`config.mk`:
```
export PLATFORM = sky130hd
export DESIGN_NAME = fc_layer_engine
export DESIGN_NICKNAME = d
export VERILOG_FILES = /design/src/rtl/fc_pkg.sv /design/src/rtl/fc_layer_engine_mac.sv /design/src/rtl/fc_layer_engine.sv
export SDC_FILE = /design/constraint.sdc
export NUM_CORES = 2
export LEC_CHECK = 0
export BUFFER_PORTS_ARGS = -buffer_cell sky130_fd_sc_hd__buf_2
export CORE_MARGIN = 4
export CORE_UTILIZATION = 57
export CTS_CLUSTER_DIAMETER = 150
export DETAILED_ROUTE_END_ITERATION = 12
export PLACE_DENSITY = 0.76
export SLEW_MARGIN = 20
export SYNTH_ARGS = -nofsm -noshare
export SYNTH_HDL_FRONTEND = slang
export SYNTH_HIERARCHICAL = 1
export SYNTH_SLANG_ARGS = --single-unit
export TNS_END_PERCENT = 10
```
`constraint.sdc`:
```
create_clock -name clk -period 7.6 [get_ports clk]
set_input_delay 0 -clock clk [delete_from_list [all_inputs] [get_ports clk]]
set_output_delay 0 -clock clk [all_outputs]
set_load 0.03 [all_outputs]
```
`src/rtl/fc_pkg.sv`:
```
// Shared types and helpers for the time-multiplexed fully-connected layer engine.
// Holds the FSM state encoding, accumulator sizing and the shift/saturate helper.
package fc_pkg;

  typedef enum logic [2:0] {
    IDLE,
    LOAD_X,
    BIAS,
    MAC,
    EMIT,
    DONE
  } fc_state_t;

  // Default Q8.8 format constants.
  localparam int FRAC = 8;
  localparam int ONE  = 1 << FRAC;

  // Container width for sat_shift; must be at least the widest accumulator used.
  localparam int SAT_W = 64;

  // Wide enough that IP_SIZE full-scale products plus a shifted bias never overflow.
  function automatic int acc_width(input int word, input int ip);
    return 2 * word + $clog2(ip) + 1;
  endfunction

  // Arithmetic shift right by frac (floor), then clamp to a signed word-bit range.
  function automatic logic signed [SAT_W-1:0] sat_shift(
    input logic signed [SAT_W-1:0] acc,
    input int                      frac,
    input int                      word
  );
    logic signed [SAT_W-1:0] sh;
    logic signed [SAT_W-1:0] hi;
    logic signed [SAT_W-1:0] lo;
    sh = acc >>> frac;
    hi = (64'sd1 <<< (word - 1)) - 64'sd1;
    lo = -(64'sd1 <<< (word - 1));
    if (sh > hi)      return hi;
    else if (sh < lo) return lo;
    else              return sh;
  endfunction

endpackage

```
`src/rtl/fc_layer_engine_mac.sv`:
```
// Signed multiply-accumulate datapath: accumulator with clear / load-bias / accumulate
// controls and a combinational shift, saturate and optional ReLU output.
module fc_mac_unit
  import fc_pkg::*;
#(
  parameter int WORD_SIZE = 16,
  parameter int FRAC_W    = 8,
  parameter int ACC_W     = 40,
  parameter int RELU_EN   = 1
) (
  input  logic                 clk,
  input  logic                 rst,
  input  logic                 clear,
  input  logic                 load_bias,
  input  logic                 accumulate,
  input  logic [WORD_SIZE-1:0] x_word,
  input  logic [WORD_SIZE-1:0] w_word,
  output logic [WORD_SIZE-1:0] z
);

  logic signed [ACC_W-1:0]       acc;
  logic signed [ACC_W-1:0]       bias_ext;
  logic signed [2*WORD_SIZE-1:0] prod;

  assign prod = $signed(x_word) * $signed(w_word);

  // The bias is a plain Q word; shifting it by FRAC_W puts it on the product scale.
  assign bias_ext = ACC_W'($signed(w_word)) <<< FRAC_W;

  always_ff @(posedge clk) begin
    if (rst || clear) begin
      acc <= '0;
    end else if (load_bias) begin
      acc <= bias_ext;
    end else if (accumulate) begin
      acc <= acc + ACC_W'(prod);
    end
  end

  // A negative accumulator always floors to a negative word, so its sign bit drives ReLU.
  always_comb begin
    z = WORD_SIZE'(sat_shift(SAT_W'(acc), FRAC_W, WORD_SIZE));
    if ((RELU_EN != 0) && acc[ACC_W-1]) begin
      z = '0;
    end
  end

endmodule

```
`src/rtl/fc_layer_engine.sv`:
```
// Fully-connected layer computed one neuron at a time on a single MAC, with a buffered
// input vector, streamed bias/weights, valid/ready output stream and running argmax.
module fc_layer_engine
  import fc_pkg::*;
#(
  parameter int WORD_SIZE = 16,
  parameter int INT_SLICE = 8,
  parameter int IP_SIZE   = 128,
  parameter int OP_SIZE   = 84,
  parameter int RELU_EN   = 1,
  parameter int IDX_W     = $clog2(OP_SIZE)
) (
  input  logic                 clk,
  input  logic                 rst,
  input  logic                 start,
  input  logic                 x_valid,
  input  logic [WORD_SIZE-1:0] x_data,
  output logic                 x_ready,
  input  logic                 w_valid,
  input  logic [WORD_SIZE-1:0] w_data,
  output logic                 w_ready,
  output logic                 z_valid,
  output logic [WORD_SIZE-1:0] z_data,
  output logic [IDX_W-1:0]     z_index,
  input  logic                 z_ready,
  output logic                 busy,
  output logic                 done,
  output logic [IDX_W-1:0]     argmax
);

  // Handshake rule on every stream: a word transfers on a rising clk edge where
  // valid and ready are both high; a source holds valid/data until that edge.

  localparam int FRAC_W = WORD_SIZE - INT_SLICE;
  localparam int ACC_W  = acc_width(WORD_SIZE, IP_SIZE);
  localparam int KW     = (IP_SIZE > 1) ? $clog2(IP_SIZE) : 1;
  localparam logic [KW-1:0]    K_LAST = KW'(IP_SIZE - 1);
  localparam logic [IDX_W-1:0] N_LAST = IDX_W'(OP_SIZE - 1);

  fc_state_t state;
  fc_state_t state_d;

  logic [KW-1:0]               k;
  logic [IDX_W-1:0]            n;
  logic [WORD_SIZE-1:0]        x_buf [IP_SIZE];
  logic signed [WORD_SIZE-1:0] best;
  logic                        x_hs;
  logic                        w_hs;
  logic                        z_hs;

  assign x_hs    = x_valid & x_ready;
  assign w_hs    = w_valid & w_ready;
  assign z_hs    = z_valid & z_ready;
  assign z_index = n;

  always_comb begin
    state_d = state;
    unique case (state)
      IDLE:    if (start) state_d = LOAD_X;
      LOAD_X:  if (x_hs && (k == K_LAST)) state_d = BIAS;
      BIAS:    if (w_hs) state_d = MAC;
      MAC:     if (w_hs && (k == K_LAST)) state_d = EMIT;
      EMIT:    if (z_hs) state_d = (n == N_LAST) ? DONE : BIAS;
      DONE:    state_d = IDLE;
      default: state_d = IDLE;
    endcase
  end

  // Stream flags are registered from the next state so they line up with it.
  always_ff @(posedge clk) begin
    if (rst) begin
      state   <= IDLE;
      x_ready <= 1'b0;
      w_ready <= 1'b0;
      z_valid <= 1'b0;
      busy    <= 1'b0;
      done    <= 1'b0;
      k       <= '0;
      n       <= '0;
      argmax  <= '0;
      best    <= '0;
    end else begin
      state   <= state_d;
      x_ready <= (state_d == LOAD_X);
      w_ready <= (state_d == BIAS) || (state_d == MAC);
      z_valid <= (state_d == EMIT);
      busy    <= (state_d != IDLE);
      done    <= (state_d == DONE);
      unique case (state)
        IDLE: begin
          if (start) begin
            k <= '0;
            n <= '0;
          end
        end
        LOAD_X: if (x_hs) k <= k + 1'b1;
        BIAS:   if (w_hs) k <= '0;
        MAC:    if (w_hs) k <= k + 1'b1;
        EMIT: begin
          if (z_hs) begin
            // Strict compare keeps the lower index on ties.
            if ((n == '0) || ($signed(z_data) > best)) begin
              argmax <= n;
              best   <= $signed(z_data);
            end
            if (n != N_LAST) n <= n + 1'b1;
          end
        end
        default: ;
      endcase
    end
  end

  always_ff @(posedge clk) begin
    if (x_hs) x_buf[k] <= x_data;
  end

  fc_mac_unit #(
    .WORD_SIZE (WORD_SIZE),
    .FRAC_W    (FRAC_W),
    .ACC_W     (ACC_W),
    .RELU_EN   (RELU_EN)
  ) u_mac (
    .clk        (clk),
    .rst        (rst),
    .clear      ((state == IDLE) && start),
    .load_bias  ((state == BIAS) && w_hs),
    .accumulate ((state == MAC) && w_hs),
    .x_word     (x_buf[k]),
    .w_word     (w_data),
    .z          (z_data)
  );

endmodule

```
==> key figures <==
Final layout
  • Area delta synth->final: 17.4%
  • Post-route insts no fill: a little under 9,000
  • Final core utilization: 0.676
  • Fin area: about 110,000 um^2
  • Fill cells: just over 10,000
  • Share of cells above drive strength 1: 0.249
  • Nets@finish: between 6,000 and 7,000

Run status
  • Violated checks: setup timing
  • Outcome: complete, but fails checks

Power
  • Clk network pwr share: 0.217
  • Seq pwr share: 0.282
  • Logic pwr share: 0.501
  • Net switching power figure: between 15 and 20 mW
  • Cell-internal power: 29.9 mW
  • Switching Fraction: 0.349
  • Peak supply drop: 1.21 mV
  • Leak pwr: approximately 38 nW
  • Power density cells: 409 nW/um^2

GRT
  • Pin count of the biggest net entering global routing: 91
  • GR Overflow Total: 0
  • Number of global-route vias before repair: around 56,000
  • First-pass GRT wire length: 375 mm
  • All-layer global routing usage: 0.292
  • Number of antenna violations at the first check in global routing: 6

Min path
  • Hold WC Path Type: in2reg

Yosys
  • Sequential share of the synthesized area: 0.663
  • Library cells used by synthesis: 76
  • Cells after Synth: 5,661
  • Yosys reg bits: approximately 2,100
  • Post-synth top flop: edfxtp_1
  • Top cells by count, synth: 2,048 x edfxtp_1, 442 x inv_1, 439 x mux2i_1
  • Share of synthesized registers carrying an async set or reset: 0
  • Syn_area_per_cell: ~17 um^2
  • Number of synthesized flops with an enable pin: about 2,000
  • Count leader, synth: edfxtp_1
  • Synth top area share: 0.644
  • Synth top area cells: edfxtp_1 64%, mux4_2 7.9%, fa_1 6.9%, mux2i_1 4.6%, dfxtp_1 1.9%
  • Syn. warnings: 6
  • Cell area after synthesis: 95,500 um^2
  • Syn nets: roughly 6,200
  • Top cell type by total area after synthesis: edfxtp_1

Route
  • WL/cell: 29.5 um
  • Vias after detailed routing: between 50,000 and 60,000
  • 1st-pass router iterations: 6
  • Via/cell ratio: roughly 6.4
  • Routed WL: 257 mm
  • DR DRC count: 0
  • Detailed Route Iter0 Violations: a little under 8,000
  • Routed Antenna Nets: 0

Critical path
  • Slowest CP cell: or4_1
  • Arrival @ worst endpoint: just over 9 ns
  • Crit Path Max Fanout: 6
  • RR Endpoint: u_mac/acc[28]
  • Req. time, crit path: between 8 and 9 ns
  • Critical Path Max Stage Delay: around 0.58 ns
  • CP endpoint kind: flip-flop
  • Crit start category: flip-flop
  • Crit path capture: u_mac/acc[28]
  • Worst R2R Path Depth: 32
  • Most used cell, CP: fa_1
  • Reg-to-reg slack, setup: -0.92 ns
  • Setup CP Type: reg2reg

Clock network
  • Worst skew pair latency: roughly 0.86 ns
  • Clock Tree Buf Depth: 3
  • Clock sink count: 2,140
  • Clock transition at path regs: 0.06 ns
  • H-tree levels: 4
  • CTS tree: yes
  • Root buf cell: clkbuf_16
  • TritonCTS buffer count: about 200

STA
  • # setup viols final: 31
  • Final clock skew: roughly 0.074 ns
  • Slew Limit Fails: 0
  • Final Hold Viols: 0
  • Measured slew at the worst slew-check pin: about 1.1 ns
  • Slew headroom: 0.250
  • Fmax achieved: ~0.12 GHz
  • Tmin final: approximately 8.5 ns
  • Hold slack: around 0.21 ns
  • Final worst path period share: 1.12
  • RSZ-0062 raised after global routing: yes
  • Final worst slack: -0.923 ns

Die
  • Core box area: around 170,000 um^2
  • Num rows: 149
  • Die Area: about 170,000 um^2
  • Starting Density: 0.576
  • Die W: around 420 um
  • IO Pins: 73
  • Die Ht: 417 um

Place
  • GP Congestion: 0.917
  • Number of port buffers: roughly 70
  • Cell Area, Placed: around 100,000 um^2
  • Placed cells: between 8,000 and 9,000
  • Dpl hpwl: between 150 and 200 mm

Flow run
  • Max-cap viol count: 0
[cell families (layout without fill, tap and decap cells)]
family / count (synthesis) / after routing / synth area share
mux: 793 / 793 / 0.127
buf+inv: 742 / 1617 / 0.0312
xor+xnor: 42 / 42 / 0.00385
fa+ha+maj: 464 / 464 / 0.0867
flops: 2140 / 2140 / 0.663
other cells: 1 / 4 / 0.0000393
compound gates: 552 / 552 / 0.0414
simple gates: 927 / 927 / 0.0464
[layout make-up]
class / instances / area (um^2) / share of cell area
Clock inverter: 114 / 1100 / 0.00978
Clock buffer: 264 / 5430 / 0.0484
Antenna cell: 3 / 7.51 / 0.0000670
Multi-Input combinational cell: 2779 / 30500 / 0.272
Sequential cell: 2140 / 63300 / 0.565
Timing Repair Buffer: 795 / 7280 / 0.0649
Tap cell: 2189 / 2740 / 0.0244
Inverter: 444 / 1680 / 0.0150
[placed cells by master (no fill, tap or decap), types with 115 or more instances in the layout]
master     count
a22oi_1      155
and2_1       115
buf_4        579
clkbuf_16    206
edfxtp_1    2048
fa_1         315
inv_1        423
mux2i_1      437
mux4_2       336
nand2_1      243
nor2_1       250
[layer usage]
metal	track usage	vias up	share of wire
met4	0.137	2	0.057
met1	0.395	28400	0.36
met2	0.466	3647	0.48
met3	0.0554	711	0.10
li1	-	22900	-
met5	0	-	0.000058
[critical path, delay by kind of cell (launching register included)]
family	cells	cell delay, ns
AND/OR/NAND/NOR	4	1.15
flip-flops	1	0.38
buffers and inverters	12	1.51
multiplexers	2	0.58
adder cells (fa/ha/maj)	7	3.02
AO/OA/AOI/OAI	6	1.66
XOR/XNOR	1	0.10
[how the worst min path moves through the flow]
stage / from / cells past startpoint / slack [ns] / to
2_1_floorplan: x_data[0] / 0 / 0.1 / x_buf[0][0]
3_3_place_gp: busy / 1 / 0.44 / busy
3_5_place_dp: done / 1 / 0.45 / done
4_1_cts: x_data[5] / 2 / 0.15 / x_buf[23][5]
5_1_grt: x_data[5] / 2 / 0.21 / x_buf[3][5]
6_report: x_data[5] / 2 / 0.21 / x_buf[45][5]
[per-stage QoR]
step                      setup WS (ns)  power, mW  setup TNS [ns]
final                            -0.923       45.9          -19.36
after global routing              -1.16       48.7          -26.91
after CTS                        -0.830       44.3          -18.26
after detailed placement          -1.11       33.0          -26.22
after global placement            -1.03       32.8          -23.92
after floorplan                  -0.128       25.9          -0.706
[flip-flops by register name, indices dropped and copies added, names as in the netlist, named ones only]
name       flops
argmax         7
k              7
state          3
x_ready        1
z_index        7
z_valid        1
busy           1
x_buf       2048
u_mac/acc     40
best          16
w_ready        1
done           1
[repair_timing]
item / CTS / global route
hold buffers: 42 / 0
pin swaps: 55 / 60
setup buffers: 43 / 18
gates cloned: 6 / 2
setup endpoints to repair: 32 / 32
endpoints found under the hold margin: 931 / 0
gates resized for setup: 148 / 104
[power groups by stage]
stage          Clock [mW]  Sequential (mW)  Combinational, mW
2_1_floorplan           0             13.2               12.8
3_3_place_gp            0             13.2               19.6
3_5_place_dp            0             13.2               19.8
4_1_cts              9.98             12.9               21.4
5_1_grt              10.6             12.9               25.2
6_report             9.95             12.9               23.0
(Power assumes the default switching activity.)
